File: src/rtl/fifo_pattern_writer.sv
// fifo_pattern_writer: writes a burst of patterned words into a FIFO,
// honouring full_in backpressure and an optional idle gap after each write.
module fifo_pattern_writer #(
    parameter int DATA_WIDTH = 8,
    parameter int LEN_WIDTH  = 16
) (
    input  logic                  clk_in,
    input  logic                  reset,
    input  logic                  start,
    input  logic [DATA_WIDTH-1:0] seed,
    input  logic [LEN_WIDTH-1:0]  length,
    input  logic [1:0]            mode,
    input  logic [3:0]            gap,
    input  logic                  full_in,
    output logic [DATA_WIDTH-1:0] data_out,
    output logic                  enable_out,
    output logic                  busy,
    output logic                  done,
    output logic [LEN_WIDTH-1:0]  count,
    output logic [LEN_WIDTH-1:0]  stall_count
);
    typedef enum logic [1:0] {IDLE, WRITE, DONE} state_t;

    state_t                state, state_next;
    logic [LEN_WIDTH-1:0]  len_r;
    logic [1:0]            mode_r;
    logic [3:0]            gap_r, gap_cnt;
    logic [DATA_WIDTH-1:0] data_next;
    logic                  accept_start, last_word;

    assign accept_start = (state == IDLE) && start;
    assign enable_out   = (state == WRITE) && (gap_cnt == '0) && !full_in;
    assign last_word    = enable_out && (LEN_WIDTH'(count + 1'b1) == len_r);
    assign busy         = (state == WRITE);
    assign done         = (state == DONE);
    assign data_next    = mode_r == 2'b00 ? data_out + 1'b1 :
                          mode_r == 2'b01 ? data_out - 1'b1 :
                          mode_r == 2'b10 ? data_out :
                          {data_out[DATA_WIDTH-2:0], data_out[DATA_WIDTH-1]};

    always_ff @(posedge clk_in) begin
        state <= reset ? IDLE : state_next;
    end

    always_comb begin
        state_next = state;
        if (accept_start)
            state_next = (length == '0) ? DONE : WRITE;
        else if (last_word)
            state_next = DONE;
        else if (state == DONE)
            state_next = IDLE;
    end

    always_ff @(posedge clk_in) begin
        if (reset) begin
            data_out    <= '0;
            count       <= '0;
            stall_count <= '0;
            gap_cnt     <= '0;
            len_r       <= '0;
            mode_r      <= '0;
            gap_r       <= '0;
        end else if (accept_start) begin
            data_out    <= seed;
            len_r       <= length;
            mode_r      <= mode;
            gap_r       <= gap;
            count       <= '0;
            stall_count <= '0;
            gap_cnt     <= '0;
        end else if (state == WRITE) begin
            if (enable_out) begin
                count    <= count + 1'b1;
                gap_cnt  <= gap_r;
                data_out <= data_next;
            end else if (gap_cnt != '0) begin
                gap_cnt <= gap_cnt - 1'b1;
            end else if (full_in && stall_count != '1) begin
                stall_count <= stall_count + 1'b1;
            end
        end
    end
endmodule

File: config.mk
export PLATFORM = sky130hd
export DESIGN_NAME = fifo_pattern_writer
export DESIGN_NICKNAME = d
export VERILOG_FILES = /design/src/rtl/fifo_pattern_writer.sv
export SDC_FILE = /design/constraint.sdc
export NUM_CORES = 1
export LEC_CHECK = 0
export ABC_AREA = 1
export CELL_PAD_IN_SITES_DETAIL_PLACEMENT = 1
export CELL_PAD_IN_SITES_GLOBAL_PLACEMENT = 1
export CORE_MARGIN = 4
export CORE_UTILIZATION = 30
export CTS_CLUSTER_SIZE = 28
export DETAILED_ROUTE_END_ITERATION = 8
export HOLD_SLACK_MARGIN = 0.06
export PLACE_DENSITY = 0.78
export SLEW_MARGIN = 5
export SYNTH_ARGS = -nofsm -noshare
export SYNTH_HDL_FRONTEND = slang
export SYNTH_SLANG_ARGS = --single-unit
File: constraint.sdc
create_clock -name clk_in -period 5 [get_ports clk_in]
set_input_delay 0.5 -clock clk_in [delete_from_list [all_inputs] [get_ports clk_in]]
set_output_delay 0.5 -clock clk_in [all_outputs]
set_load 0.005 [all_outputs]
==> out/qor.csv <==
stage;metric;value;unit
cells_and_area;nFillCells;1630;
global_routing;antenna_found_initial;0;
power;swShare;29.7;%
power;p_switching;0.462;mW
logic_synthesis;synth_flop_cell;dfxtp_1;
timing;skew;6.72;ps
die;core;12800;µm²
timing;hold_viol;0;
hold_path;hp-class;flop to flop;
logic_synthesis;synth.cell_area;3980;µm²
power;p_leak;1.98;nW
timing;rsz0062_at_grt;no;
logic_synthesis;synth_cell_types;46;
cells_and_area;drive_above_1_share;8.55;%
cells_and_area;regArea;1360;µm²
clock_tree;clock_sinks;68;
critical_path;path_class;flop to primary output;
routing;via_count;4170;
timing;period_share;57.8;%
timing;worst_pin_slew;706;ps
clock_tree;ctsHtreeMaxLevel;3;
timing;fmaxAchievable;346;MHz
placed_design;gp_congestion;0.853;
logic_synthesis;synth_top_area_share;34.2;%
cells_and_area;diodes;0;
global_routing;grt_max_degree;47;
logic_synthesis;synth_fp_nets;618;
power;comb_power_share;20.1;%
routing;post-route-drc-count;0;
run;drv_cap;0;
routing;first_pass_iters;4;
critical_path;cp-start-kind;flop;
critical_path;slowest_stage;clkdlybuf4s50_1;
clock_tree;cts_buffer_depth;2;
power;p_per_area;301;nW/µm²
global_routing;grt_pass1_wl;21.4;mm
placed_design;dp_hpwl;9.91;mm
clock_tree;cts_root_buf;clkbuf_16;
die;ios;77;
placed_design;dpl_cell_area;4890;µm²
logic_synthesis;syn_inst;579;
logic_synthesis;yosys-top-cells-area;dfxtp_1, nand2_1, o21ai_0, nor2_1, a21oi_1;
logic_synthesis;synth_edf_count;0;
logic_synthesis;synthArstFlopShare;0;%
routing;wl_per_cell;15.7;µm
timing;fin_setup_tns;0;ps
cells_and_area;fin_nets;690;
placed_design;io_buffers;76;
critical_path;cp.arrival;2390;ps
placed_design;pre_cts_slack;2240;ps
die;die_h;123;µm
routing;wl;13.0;mm
timing;report.final.slew_viol_count;0;
critical_path;crit_required;4500;ps
routing;final_antenna_net_count;0;
routing;drtIter0Drc;225;
critical_path;endpoint_kind;primary output;
clock_tree;hold_buffers;0;
clock_tree;clkSlewWorstSetupHoldPaths;50;ps
clock_tree;cts_buffers;9;
clock_tree;cts_tree;yes;
timing;setup_viol;0;
cells_and_area;multi_input_area;2290;µm²
logic_synthesis;seq_area_frac_synth;34.2;%
global_routing;grt_pass1_vias;4362;
global_routing;grt_usage;17.7;%
critical_path;path_max_fanout;31;
power;internal_power;1.10;mW
logic_synthesis;yosysTopAreaCell;dfxtp_1;
cells_and_area;area_growth;30.1;%
outcome;outcome;completed;
clock_tree;cts_resized;0;
power;max-vdd-ir-drop;0.000156;V
logic_synthesis;avgSynthCellArea;6.87;µm²
timing;period_needed;2890;ps
clock_tree;post-cts-setup-buffers;0;
routing;vias_per_cell;5.04;
timing;setup_ws;2110;ps
global_routing;gr-total-overflow;0;
power;seq_power_share;40.2;%
die;start_util;31.1;%
power;clkPwrFrac;39.7;%
die;fp.dieW;123;µm
critical_path;cp_slowest_stage_delay;640;ps
logic_synthesis;ys_ff_latch;68;
die;fp.dieArea;15200;µm²
cells_and_area;postLayoutCellArea;5170;µm²
die;rows;41;
clock_tree;clock_latency;330;ps
critical_path;crit_top_cell;inv_1;
timing;relSlewSlack;52.8;%
critical_path;crit_chain;inv_1, ha_1, inv_1, nor3_2, nand2_2, nor2_4, clkdlybuf4s50_1;
logic_synthesis;synth_warnings;0;
layout by cell type (no fill, tap or decap), types with 2 or more instances in the layout:
master | synthesis | final
o21bai_1 | 2 | 2
nand3b_1 | 5 | 5
nor3_2 | 2 | 2
a211oi_1 | 2 | 2
nand2_4 | 3 | 3
buf_4 | 0 | 2
clkbuf_16 | 0 | 9
ha_1 | 5 | 5
nand4_1 | 11 | 11
o21ai_1 | 2 | 2
clkdlybuf4s50_1 | 0 | 76
clkinv_2 | 0 | 3
nor2_2 | 7 | 7
nor2_4 | 8 | 8
or2_1 | 2 | 2
o21ai_0 | 56 | 56
o21a_1 | 2 | 2
nand2_2 | 9 | 9
nor2_1 | 72 | 72
nor4_1 | 5 | 5
o22ai_1 | 3 | 3
xor3_1 | 2 | 2
o211ai_1 | 8 | 8
nor3_1 | 5 | 5
a31oi_1 | 5 | 5
dfxtp_1 | 68 | 68
xor2_1 | 11 | 11
nand3_2 | 3 | 3
a21oi_1 | 45 | 45
inv_1 | 60 | 60
nand2_1 | 104 | 104
inv_2 | 3 | 3
nand3_1 | 38 | 38
synth_stat cells, types with 7 or more instances:
cell type	count
inv_1	60
xor2_1	11
nor2_1	72
a21oi_1	45
nor2_2	7
nand3_1	38
o211ai_1	8
clkbuf_1	11
nor2_4	8
o21ai_0	56
nand2_1	104
dfxtp_1	68
nand2_2	9
nand4_1	11
critical path, delay by kind of cell (launching register included):
family | cells | cell delay, ps
adder cells (fa/ha/maj) | 1 | 150
flip-flops | 1 | 320
buffers and inverters | 3 | 770
AND/OR/NAND/NOR | 3 | 810
kinds of logic after synthesis:
family | Yosys count | synth area share, %
xor gates and xnor gates | 14 | 3.84
DFF | 68 | 34.2
buffers and inverters | 82 | 8.15
adders and majority gates | 5 | 1.57
and+or+nand+nor | 279 | 33.8
AOI/OAI and AO/OA | 131 | 18.4
through the flow:
| step | total power [mW] | hold WS (ps) | utilization (%) | cells |
|---|---|---|---|---|
| 2_1_floorplan | 0.818 | 430 | - | 579 |
| 3_3_place_gp | 0.934 | 454 | 38.3 | 812 |
| 3_5_place_dp | 0.949 | 459 | 38.3 | 812 |
| 4_1_cts | 1.58 | 469 | 40.5 | 827 |
| 5_1_grt | 1.64 | 491 | 40.5 | 827 |
| 6_report | 1.56 | 466 | 40.5 | 827 |
flip-flops by register name (all words and copies together), names as in the netlist:
name / flops
count: 16
len_r: 16
stall_count: 16
data_out: 8
gap_cnt: 4
gap_r: 4
mode_r: 2
state: 2
routing by layer:
layer / up-vias / part of all wire (%) / global-route usage, %
li1: 2068 / - / -
met1: 1990 / 45 / 22.0
met2: 98 / 49 / 30.9
met3: 14 / 5.0 / 3.93
met4: 0 / 1.0 / 5.05
met5: - / 0 / 0
final cells by class:
| class | count | area share [%] |
|---|---|---|
| flip-flops and latches | 68 | 26.3 |
| well taps | 172 | 4.16 |
| clock inverters | 5 | 1.04 |
| repair buffers | 78 | 15.0 |
| clock buffers | 10 | 4.43 |
| inverters | 65 | 4.77 |
| multi-input cells | 429 | 44.3 |
path summary, 6_finish.rpt:
| path | start | to | slack, ps | cells past startpoint |
|---|---|---|---|---|
| worst max-delay path | gap_cnt[0]$_SDFFE_PP0P_ | enable_out | 2110 | 7 |
| worst min-delay path | gap_r[3]$_SDFFE_PP0P_ | gap_r[3]$_SDFFE_PP0P_ | 470 | 2 |
| worst max register to register | gap_cnt[0]$_SDFFE_PP0P_ | state[1]$_SDFFE_PP0P_ | 2660 | 14 |
| worst min register to register | gap_r[3]$_SDFFE_PP0P_ | gap_r[3]$_SDFFE_PP0P_ | 470 | 2 |
power by group through the flow:
| stage | Clock (mW) | Sequential (mW) | Combinational [mW] |
|---|---|---|---|
| CTS | 0.636 | 0.625 | 0.316 |
| floorplan | 0 | 0.621 | 0.198 |
| finish | 0.619 | 0.626 | 0.313 |
| detailed placement | 0 | 0.637 | 0.313 |
| global placement | 0 | 0.635 | 0.299 |
| global route | 0.656 | 0.633 | 0.350 |
Note: power is estimated with default switching activity, not from simulation.
